<file path="config.mk">
export PLATFORM = sky130hd
export DESIGN_NAME = id_ex_stage
export DESIGN_NICKNAME = d
export VERILOG_FILES = /design/src/rtl/id_ex_stage.sv
export SDC_FILE = /design/constraint.sdc
export NUM_CORES = 1
export LEC_CHECK = 0
export CORE_ASPECT_RATIO = 0.9
export CORE_MARGIN = 2
export CORE_UTILIZATION = 42
export CTS_BUF_LIST = sky130_fd_sc_hd__clkbuf_16
export CTS_CLUSTER_SIZE = 30
export DETAILED_ROUTE_END_ITERATION = 6
export HOLD_SLACK_MARGIN = 0.03
export MAX_ROUTING_LAYER = met4
export PLACE_DENSITY = 0.8
export SYNTH_ARGS = -nofsm -noshare
export SYNTH_HDL_FRONTEND = slang
export SYNTH_SLANG_ARGS = --single-unit
</file>
<file path="constraint.sdc">
create_clock -name i_clk -period 3.34 [get_ports i_clk]
set_input_delay 0.334 -clock i_clk [delete_from_list [all_inputs] [get_ports i_clk]]
set_output_delay 0.334 -clock i_clk [all_outputs]
set_load 0.01 [all_outputs]
</file>
<file path="src/rtl/id_ex_stage.sv">
// Decode stage and ID/EX pipeline register of the RV32I core: regfile address
// drive, writeback bypass, immediate generation, load-use bubble insertion.
module id_ex_stage #(
  parameter int unsigned WIDTH       = 32,
  parameter int unsigned RF_ADD_SIZE = 5
) (
  input  logic                   i_clk,
  input  logic                   i_rstn,
  input  logic                   i_valid,
  input  logic [31:0]            i_instr,
  input  logic [WIDTH-1:0]       i_pc,
  output logic [RF_ADD_SIZE-1:0] o_rs1_addr,
  output logic [RF_ADD_SIZE-1:0] o_rs2_addr,
  input  logic [WIDTH-1:0]       i_rs1_data,
  input  logic [WIDTH-1:0]       i_rs2_data,
  input  logic                   i_wb_we,
  input  logic [RF_ADD_SIZE-1:0] i_wb_rd,
  input  logic [WIDTH-1:0]       i_wb_data,
  input  logic                   i_flush,
  input  logic                   i_hold,
  output logic                   o_stall,
  output logic                   o_valid,
  output logic [WIDTH-1:0]       o_pc,
  output logic [31:0]            o_instr,
  output logic [WIDTH-1:0]       o_rs1_val,
  output logic [WIDTH-1:0]       o_rs2_val,
  output logic [WIDTH-1:0]       o_imm,
  output logic [RF_ADD_SIZE-1:0] o_rd,
  output logic                   o_rd_we,
  output logic                   o_is_load
);

  typedef enum logic [6:0] {
    OPC_LUI    = 7'b0110111,
    OPC_AUIPC  = 7'b0010111,
    OPC_JAL    = 7'b1101111,
    OPC_JALR   = 7'b1100111,
    OPC_BRANCH = 7'b1100011,
    OPC_LOAD   = 7'b0000011,
    OPC_STORE  = 7'b0100011,
    OPC_OPIMM  = 7'b0010011,
    OPC_OP     = 7'b0110011
  } opcode_e;

  opcode_e                opcode;
  logic [RF_ADD_SIZE-1:0] rs1, rs2, rd;
  logic                   use_rs1, use_rs2, rd_we, is_load, lu;
  logic [31:0]            imm32;

  logic                   valid_q,   valid_d;
  logic [WIDTH-1:0]       pc_q,      pc_d;
  logic [31:0]            instr_q,   instr_d;
  logic [WIDTH-1:0]       rs1_val_q, rs1_val_d;
  logic [WIDTH-1:0]       rs2_val_q, rs2_val_d;
  logic [WIDTH-1:0]       imm_q,     imm_d;
  logic [RF_ADD_SIZE-1:0] rd_q,      rd_d;
  logic                   rd_we_q,   rd_we_d;
  logic                   is_load_q, is_load_d;

  assign opcode = opcode_e'(i_instr[6:0]);
  assign rs1    = RF_ADD_SIZE'(i_instr[19:15]);
  assign rs2    = RF_ADD_SIZE'(i_instr[24:20]);
  assign rd     = RF_ADD_SIZE'(i_instr[11:7]);

  assign o_rs1_addr = rs1;
  assign o_rs2_addr = rs2;

  // Regfile writes land at the clock edge, so a same-cycle writeback is forwarded.
  function automatic logic [WIDTH-1:0] sel_operand(input logic [RF_ADD_SIZE-1:0] addr,
                                                   input logic [WIDTH-1:0]       rf_data);
    if (addr == '0)
      return '0;
    else if (i_wb_we && (i_wb_rd == addr))
      return i_wb_data;
    else
      return rf_data;
  endfunction

  always_comb begin
    use_rs1 = 1'b1;
    use_rs2 = 1'b0;
    rd_we   = 1'b0;
    imm32   = '0;
    case (opcode)
      OPC_LUI, OPC_AUIPC: begin
        use_rs1 = 1'b0;
        rd_we   = 1'b1;
        imm32   = {i_instr[31:12], 12'b0};
      end
      OPC_JAL: begin
        use_rs1 = 1'b0;
        rd_we   = 1'b1;
        imm32   = {{11{i_instr[31]}}, i_instr[31], i_instr[19:12], i_instr[20],
                   i_instr[30:21], 1'b0};
      end
      OPC_JALR, OPC_LOAD, OPC_OPIMM: begin
        rd_we = 1'b1;
        imm32 = {{20{i_instr[31]}}, i_instr[31:20]};
      end
      OPC_STORE: begin
        use_rs2 = 1'b1;
        imm32   = {{20{i_instr[31]}}, i_instr[31:25], i_instr[11:7]};
      end
      OPC_BRANCH: begin
        use_rs2 = 1'b1;
        imm32   = {{19{i_instr[31]}}, i_instr[31], i_instr[7], i_instr[30:25],
                   i_instr[11:8], 1'b0};
      end
      OPC_OP: begin
        use_rs2 = 1'b1;
        rd_we   = 1'b1;
      end
      default: ;
    endcase
    if (rd == '0)
      rd_we = 1'b0;
  end

  assign is_load = (opcode == OPC_LOAD);

  // The bubble clears valid_q, so the re-decoded consumer never re-triggers.
  assign lu = valid_q & is_load_q & (rd_q != '0) & i_valid &
              ((use_rs1 & (rs1 == rd_q)) | (use_rs2 & (rs2 == rd_q)));

  assign o_stall = (lu | i_hold) & ~i_flush;

  always_comb begin
    valid_d   = valid_q;
    pc_d      = pc_q;
    instr_d   = instr_q;
    rs1_val_d = rs1_val_q;
    rs2_val_d = rs2_val_q;
    imm_d     = imm_q;
    rd_d      = rd_q;
    rd_we_d   = rd_we_q;
    is_load_d = is_load_q;
    if (i_flush) begin
      valid_d   = 1'b0;
      rd_we_d   = 1'b0;
      is_load_d = 1'b0;
    end else if (i_hold) begin
      valid_d = valid_q;
    end else if (lu) begin
      valid_d   = 1'b0;
      rd_we_d   = 1'b0;
      is_load_d = 1'b0;
    end else begin
      valid_d   = i_valid;
      pc_d      = i_pc;
      instr_d   = i_instr;
      rs1_val_d = sel_operand(rs1, i_rs1_data);
      rs2_val_d = sel_operand(rs2, i_rs2_data);
      imm_d     = WIDTH'($signed(imm32));
      rd_d      = rd;
      rd_we_d   = rd_we & i_valid;
      is_load_d = is_load & i_valid;
    end
  end

  always_ff @(posedge i_clk or negedge i_rstn) begin
    if (!i_rstn) begin
      valid_q   <= 1'b0;
      pc_q      <= '0;
      instr_q   <= '0;
      rs1_val_q <= '0;
      rs2_val_q <= '0;
      imm_q     <= '0;
      rd_q      <= '0;
      rd_we_q   <= 1'b0;
      is_load_q <= 1'b0;
    end else begin
      valid_q   <= valid_d;
      pc_q      <= pc_d;
      instr_q   <= instr_d;
      rs1_val_q <= rs1_val_d;
      rs2_val_q <= rs2_val_d;
      imm_q     <= imm_d;
      rd_q      <= rd_d;
      rd_we_q   <= rd_we_d;
      is_load_q <= is_load_d;
    end
  end

  assign o_valid   = valid_q;
  assign o_pc      = pc_q;
  assign o_instr   = instr_q;
  assign o_rs1_val = rs1_val_q;
  assign o_rs2_val = rs2_val_q;
  assign o_imm     = imm_q;
  assign o_rd      = rd_q;
  assign o_rd_we   = rd_we_q;
  assign o_is_load = is_load_q;

endmodule

</file>
**Word level (Yosys, flattened, before mapping)**

Index checks and enable logic that the tools add are counted.

- Register bits: 168
- Input bits: 171
- Output and inout port bits: 179
- Word-level logic and storage cells: 67

- Equal/unequal tests: 14
- Muxes and demuxes: 18
- Bitwise operators: 14
- Reductions and logical operators: 12

Operator list:

| kind | count |
|---|---|
| 32-bit one-hot mux with 5 select lines | 1 |
| 32-bit two-way mux | 4 |
| 7-bit by 6-bit equality test with 1-bit output (second input constant) | 3 |
| 7-bit equality test (second input constant) | 3 |
| 5-bit equality test | 4 |
| 5-bit logical NOT | 3 |
| 7-bit by 5-bit equality test with 1-bit output (second input constant) | 2 |
| 1-bit two-way mux | 13 |
| 1-bit bitwise AND | 9 |
| 3-bit OR reduction | 3 |
| 7-bit by 2-bit equality test with 1-bit output (second input constant) | 1 |
| 7-bit OR reduction | 1 |
| 5-bit nonzero test | 1 |
| 1-bit inverter | 3 |
| 3-bit AND reduction | 1 |
| 1-bit logical AND | 2 |
| 2-bit inequality test (second input constant) | 1 |
| 1-bit bitwise OR | 2 |
| 2-bit OR reduction | 1 |

**Depth between registers and ports, before layout**

Gate-level depths: netlist of run 1.

- Word-level depth: 9
- Depth in mapped cells: 9
- Depth with buffers taken out: 5

**Worst setup path after synthesis of run 1**

No wires, ideal clock.

- Path type: reg2reg
- Start point: register o_instr[8] (netlist name)
- End point: register imm_q[11] (netlist: o_imm[11])
- Library setup time: 125 ps
- Arrival: 2,328 ps
- Required time: 3,215 ps
- Slack: 887 ps
- Cell stages (with the launch flop): 9
- Path buffers: 3
- Clock period less this slack: 2,453 ps
- Cells stage by stage: dfrtp_1 > or4_4 > o2111ai_4 > o41ai_1 > or2_1 > buf_2 > buf_6 > buf_8 > mux2_4

RTL lines:

| element | RTL line | text |
|---|---|---|
| end signal: assignment | 177 | `imm_q <= imm_d;` |
| end: declaration | 55 | `logic [WIDTH-1:0] imm_q, imm_d;` |

**Final worst setup path of run 1**

- Start point: input i_instr[0]
- End point: output o_stall

- Word-level cells in the longest chain between the ends: 8
- Elaborated cells on any way between the ends: 16
- Classes of those cells: eq/ne: 6; mux: 2; bitwise: 6; reduce/logical: 2

RTL lines:

| element | RTL line | text |
|---|---|---|
| start: declaration | 10 | `input logic [31:0] i_instr,` |
| 7-bit equality test, or another cell as far along | 84 | `case (opcode)` |
| 3-bit OR reduction (no source line) | n/a |  |
| 1-bit two-way mux | 84 |  |
| 1-bit bitwise AND | 123 | `((use_rs1 & (rs1 == rd_q)) \| (use_rs2 & (rs2 == rd_q)));` |
| 1-bit bitwise OR (*) | 123 |  |
| 1-bit bitwise AND (*) | 122 | `assign lu = valid_q & is_load_q & (rd_q != '0) & i_valid &` |
| 1-bit bitwise OR (*) | 125 | `assign o_stall = (lu \| i_hold) & ~i_flush;` |
| 1-bit bitwise AND (*) | 125 |  |
| end: declaration | 21 | `output logic o_stall,` |

Mark *: on every way between the ends. The rest lies on a longest branch, timed or not.

==> results of run 1 <==
[critical path, cell delays in order]
cell and delay (ns):
clkdlybuf4s50_1 0.55, nand4bb_1 0.23, or3_1 0.49, nor3_1 0.32
nor2_1 0.09, nor2_1 0.10, clkdlybuf4s50_1 0.55
[layer usage]
layer  global-route usage  routed length (microns)  up-vias
li1                     -                        -     3108
met1                0.325                    10500     3338
met2                0.414                    12400      282
met3               0.0864                     2250       34
met4               0.0820                      568        0
met5                    -                        0        -
[registers in the layout (all words and copies together) (netlist names)]
name       flops
o_instr       32
o_rs1_val     32
o_rd_we        1
o_rs2_val     32
o_valid        1
o_pc          32
o_imm         32
o_is_load      1
[area by class of cell]
type                            instances  area (sq um)
Inverter                                5          18.8
Clock inverter                         15           161
Clock buffer                           17           425
Tap cell                              245           307
Sequential cell                       163          4080
Fill cell                            1449          6260
Timing Repair Buffer                  377          3780
Multi-Input combinational cell        435          3380
[kinds of logic (layout without fill, tap and decap cells)]
| family | after synthesis | in the layout | synth area share |
|---|---|---|---|
| DFF | 163 | 163 | 0.517 |
| buffers and inverters | 78 | 414 | 0.0570 |
| AOI/OAI and AO/OA | 238 | 238 | 0.182 |
| and+or+nand+nor | 50 | 50 | 0.0346 |
| xor gates and xnor gates | 20 | 20 | 0.0222 |
| muxes | 127 | 127 | 0.187 |
[metrics by stage]
step / hold slack (ns) / setup slack [ns] / total power, W
2_1_floorplan: 0.0384 / 0.887 / 0.00290
3_3_place_gp: 0.439 / 0.381 / 0.00376
3_5_place_dp: 0.433 / 0.325 / 0.00379
4_1_cts: 0.503 / 0.374 / 0.00574
5_1_grt: 0.509 / 0.243 / 0.00594
6_report: 0.504 / 0.338 / 0.00568
[power by group]
| part | total [W] | internal, W | switching [W] | leakage, nW |
|---|---|---|---|---|
| logic | 0.00141 | 0.000839 | 0.000571 | 2.50 |
| clock network | 0.00193 | 0.00101 | 0.000927 | 0.290 |
| registers | 0.00234 | 0.00220 | 0.000138 | 2.03 |
[cells in the mapped netlist, types with 2 or more instances]
cell type  instances  area, sq um
a211oi_1           2         15.0
a21oi_1           24          120
a22oi_1            5         37.5
and3_1             2         12.5
buf_2              5         25.0
buf_4             15          113
buf_6              8         90.1
buf_8              3         45.0
clkbuf_1          42          158
dfrtp_1          163         4080
inv_1              5         18.8
mux2_2            30          338
mux2_4            33          495
mux2i_1           64          641
nand2_1           13         48.8
nand3_1            2         10.0
nand4b_1           2         17.5
nor2_1            10         37.5
nor3_1             3         15.0
nor4_1             2         12.5
o21ai_0          134          671
o31ai_1           64          480
or3_1              4         25.0
or4_1              5         37.5
xnor2_1           10         87.6
xor2_1            10         87.6
[how the worst min path moves through the flow]
stage | end | cells after the start | from
after floorplan | o_imm[0] | 0 | i_rstn
after global placement | o_rs2_val[2] | 1 | i_rstn
after detailed placement | o_rs2_val[3] | 1 | i_rstn
after CTS | o_pc[5] | 2 | i_pc[5]
after global routing | o_pc[5] | 2 | i_pc[5]
final | o_pc[2] | 1 | o_pc[2]
==> flow_summary.json, run 1 <==
{
  "final_cell_mix": "clkdlybuf4s50_1, dfrtp_1, o21ai_0, mux2i_1, o31ai_1",
  "max_cap_viol_count": 0,
  "layout-drive-gt1-share": 0.133,
  "cts_resized": 0,
  "gr-total-overflow": 0,
  "critPathMaxFanout": 4,
  "r2r_start": "o_instr[8]",
  "p_leak_nw": 4.82,
  "clockRootBuffer": "clkbuf_16",
  "rr_worst_depth": 6,
  "synth.distinct_cells": 42,
  "worstHoldPathType": "flop to flop",
  "netlist_instances": 676,
  "reg2reg_slack_ns": 0.84,
  "ys_seq_area_frac": 0.517,
  "dieArea_sq_um": 19900,
  "insertion_delay_ns": 0.42,
  "yosysWarnings": 0,
  "endpoint": "o_stall",
  "final_nets": 1170,
  "syn_nets": 847,
  "clkTransAtPathRegs_ns": 0.07,
  "track_usage": 0.263,
  "ant_nets": 0,
  "rsz0062_at_grt": "no",
  "dp_hpwl_mm": 18.2,
  "place_area_sq_um": 11600,
  "gp_congestion": 0.887,
  "numCtsBuffers": 17,
  "pin_count": 350,
  "power_density_nw_per_um2": 468,
  "finalClockSkew_ns": 0.0120,
  "start_kind": "primary input",
  "timing.slew.headroom": 0.399,
  "period_minus_slack_ns": 3.00,
  "ys_seq_elements": 163,
  "cts_tree": "built",
  "via_per_inst": 5.38,
  "final.setup.tns_ns": 0,
  "vias": 6762,
  "core-area_sq_um": 18400,
  "synth_edf_count": 0,
  "fp.dieH_microns": 134,
  "dp.cells": 1224,
  "rows": 47,
  "netlist_area_sq_um": 7890,
  "first_global_vias": 6953,
  "setup_viol": 0,
  "worst_ep_arrival_time_ns": 2.67,
  "grt_max_degree": 98,
  "clockBufferDepth": 2,
  "holdBufCountCts": 1,
  "grt_pass1_wl_mm": 39.5,
  "final_area_sq_um": 12100,
  "synthFlopType": "dfrtp_1",
  "post-route-period-util": 0.899,
  "syn2layout_area_growth_pct": 54.1,
  "critical_path.startpoint": "i_instr[0]",
  "critPathKind": "primary input to output port",
  "fin_cells": 1257,
  "tightest_slew_ns": 0.901,
  "drtIter0Drc": 425,
  "cts_setup_buffers": 0,
  "final_common_cell": "clkdlybuf4s50_1",
  "ir_drop_mv": 0.415,
  "reg2reg_to": "o_pc[29]",
  "die_w_microns": 148,
  "drt-total-wl_mm": 25.7,
  "endpoint_kind": "output port",
  "finalHoldViolCount": 0,
  "syn_avg_cell_area_sq_um": 11.7,
  "max_freq_mhz": 333,
  "drt_pass1_iterations": 5,
  "drc": 0,
  "maxSlewViolCount": 0,
  "outcome": "finished, final reports clean",
  "cts.sinks": 163,
  "insertedDiodeCount": 0,
  "numPortBuffers": 349,
  "fin_util": 0.660,
  "ys_async_sr_fraction": 1.00,
  "start_util": 0.428,
  "antenna_found_initial": 0,
  "cp_data_required_time_ns": 3.01,
  "htree_levels": 4,
  "drt-wirelength-per-cell_microns": 20.5
}
No activity file was read; power rests on OpenSTA's default activity.
==> run 2: changes to the inputs <==
--- a/config.mk
+++ b/config.mk
@@ -5,6 +5,7 @@
 export SDC_FILE = /design/constraint.sdc
 export NUM_CORES = 1
 export LEC_CHECK = 0
+export CAP_MARGIN = 20
 export CORE_ASPECT_RATIO = 0.9
 export CORE_MARGIN = 2
 export CORE_UTILIZATION = 42
==> results of run 2 <==
The final DEF is identical to that of run 1; final timing and power are the same.
==> run 3: changes to the inputs <==
--- a/config.mk
+++ b/config.mk
@@ -8,13 +8,14 @@
 export CAP_MARGIN = 20
 export CORE_ASPECT_RATIO = 0.9
 export CORE_MARGIN = 2
-export CORE_UTILIZATION = 42
+export CORE_UTILIZATION = 38
 export CTS_BUF_LIST = sky130_fd_sc_hd__clkbuf_16
 export CTS_CLUSTER_SIZE = 30
 export DETAILED_ROUTE_END_ITERATION = 6
 export HOLD_SLACK_MARGIN = 0.03
 export MAX_ROUTING_LAYER = met4
-export PLACE_DENSITY = 0.8
+export PLACE_DENSITY = 0.74
+export RECOVER_POWER = 100
 export SYNTH_ARGS = -nofsm -noshare
 export SYNTH_HDL_FRONTEND = slang
 export SYNTH_SLANG_ARGS = --single-unit
==> run 3 against run 2 <==
  * The run now ends with capacitance limit, slew limit left
  * Sequential power about the same
  * Critical path depth unchanged
  * Cell area shrank 1.2%
  * Combinational power is 9.9% lower
  * Sequential cell count is the same
  * Utilization decreased by 6.5 points
  * Highest routed layer unchanged
  * Power shrank 2.0%
  * Global-route usage shrank 2.1 points
  * Routed wire length grew 2.1%
==> flow_summary.json, run 3 (synthesis gave the netlist of run 1 again) <==
{
  "post-route-period-util": 0.927,
  "power_density_nw_per_um2": 464,
  "insertion_delay_ns": 0.42,
  "critPathMaxFanout": 11,
  "core-area_sq_um": 20200,
  "fillerInstances": 1735,
  "final_nets": 1172,
  "timing.slew.headroom": -0.0648,
  "finalHoldViolCount": 0,
  "regArea_sq_um": 4080,
  "syn2layout_area_growth_pct": 52.2,
  "finalClockSkew_ns": 0.0103,
  "track_usage": 0.243,
  "vias": 6825,
  "final.setup.tns_ns": 0,
  "worst_ep_arrival_time_ns": 2.76,
  "layout-drive-gt1-share": 0.104,
  "grt_max_degree": 98,
  "drtIter0Drc": 440,
  "clockRootBuffer": "clkbuf_16",
  "reg2reg_slack_ns": 0.45,
  "cp_data_required_time_ns": 3.01,
  "fp.dieH_microns": 141,
  "period_minus_slack_ns": 3.09,
  "numCtsBuffers": 17,
  "insertedDiodeCount": 0,
  "drt-wirelength-per-cell_microns": 20.7,
  "start_util": 0.391,
  "p_leak_nw": 4.90,
  "die_w_microns": 156,
  "grt_pass1_wl_mm": 40.0,
  "max_freq_mhz": 323,
  "multiInputGateArea_sq_um": 3280,
  "max_cap_viol_count": 1,
  "clockBufferDepth": 2,
  "outcome": "finished with violations",
  "drt_pass1_iterations": 5,
  "rsz0062_at_grt": "no",
  "clkTransAtPathRegs_ns": 0.07,
  "first_global_vias": 7002,
  "worstHoldPathCells": 1,
  "gp_congestion": 0.924,
  "rr_worst_depth": 6,
  "htree_levels": 4,
  "cts_tree": "built",
  "setup_viol": 0,
  "hold_start": "o_pc[25]",
  "critical_path.startpoint": "i_instr[6]",
  "violations": "capacitance limit, slew limit",
  "final_cell_mix": "dlygate4sd3_1, clkdlybuf4s50_1, dfrtp_1, o21ai_0",
  "critPathKind": "primary input to output port",
  "gr-total-overflow": 0,
  "pin_count": 350,
  "ant_nets": 0,
  "numPortBuffers": 349,
  "drc": 0,
  "tightest_slew_ns": 1.60,
  "antenna_found_initial": 0,
  "ir_drop_mv": 0.293,
  "start_kind": "primary input",
  "via_per_inst": 5.38,
  "hold_slack_ns": 0.486,
  "dieArea_sq_um": 21900,
  "drt-total-wl_mm": 26.3,
  "endpoint_kind": "output port",
  "cts.sinks": 163,
  "r2r_start": "o_instr[8]",
  "cts_setup_buffers": 0,
  "maxSlewViolCount": 63,
  "dp_hpwl_mm": 18.5,
  "rows": 49,
  "worstHoldPathType": "flop to flop",
  "final_common_cell": "dlygate4sd3_1"
}
-- run 3: cell count changes in the layout (fill, tap and decap cells not counted), moves of 3 or more --
cell / before / now
clkdlybuf4s50_1: 348 / 169
inv_6: 3 / 6
mux2_4: 33 / 7
clkbuf_1: 0 / 3
clkbuf_2: 0 / 4
clkbuf_4: 0 / 3
inv_8: 6 / 0
dlygate4sd3_1: 1 / 180
buf_4: 21 / 17
buf_12: 6 / 2
mux2_1: 0 / 26
-- run 3: routing by layer --
metal | GRT usage | wire (microns) | vias up
met5 | - | 0 | -
met2 | 0.396 | 12700 | 283
met3 | 0.0658 | 2150 | 32
li1 | - | - | 3130
met1 | 0.302 | 10900 | 3380
met4 | 0.0599 | 448 | 0
-- run 3: power breakdown --
part           switching, W  internal, W
clock network      0.000860      0.00111
logic              0.000570     0.000701
registers          0.000125      0.00220
total               0.00155      0.00401
-- run 3: cell type report --
class	instances	share of cell area
clock buffer	17	0.0354
clock inverter	15	0.0130
multi-input combinational	435	0.274
sequential	163	0.340
inverter	5	0.00156
tap	255	0.0266
timing repair buffer	379	0.310
-- run 3: through the flow --
stage	total power [W]	utilization	cells	worst slack (ns)	area [sq um]
CTS	0.00578	0.604	1269	0.272	12200
finish	0.00557	0.595	1269	0.245	12000
global route	0.00581	0.595	1269	0.0835	12000
floorplan	0.00290	-	676	0.887	7890
detailed placement	0.00379	0.575	1236	0.133	11600
global placement	0.00377	0.575	1236	0.245	11600
-- run 3: path summary, 6_finish.rpt --
| kind | endpoint |
|---|---|
| worst max-delay path | o_stall |
| worst min-delay path | o_pc[25] |
| worst max register to register | o_pc[9] |
| worst min register to register | o_pc[25] |
| max in group asynchronous | o_rs1_val[25] |
| min in group asynchronous | o_pc[24] |
-- run 3: worst max-delay path, cell delays in order --
cell             delay (ns)
dlygate4sd3_1          0.73
or3b_2                 0.23
a21oi_4                0.11
o41ai_2                0.58
nor2_1                 0.09
nor2_1                 0.11
clkdlybuf4s50_1        0.57
-- run 3: timing repair --
| action | in CTS | in global routing |
|---|---|---|
| setup endpoints to repair | 0 | 0 |
| gates resized for setup | 0 | 0 |
| hold buffers | 1 | 0 |
| endpoints found under the hold margin | 60 | 0 |
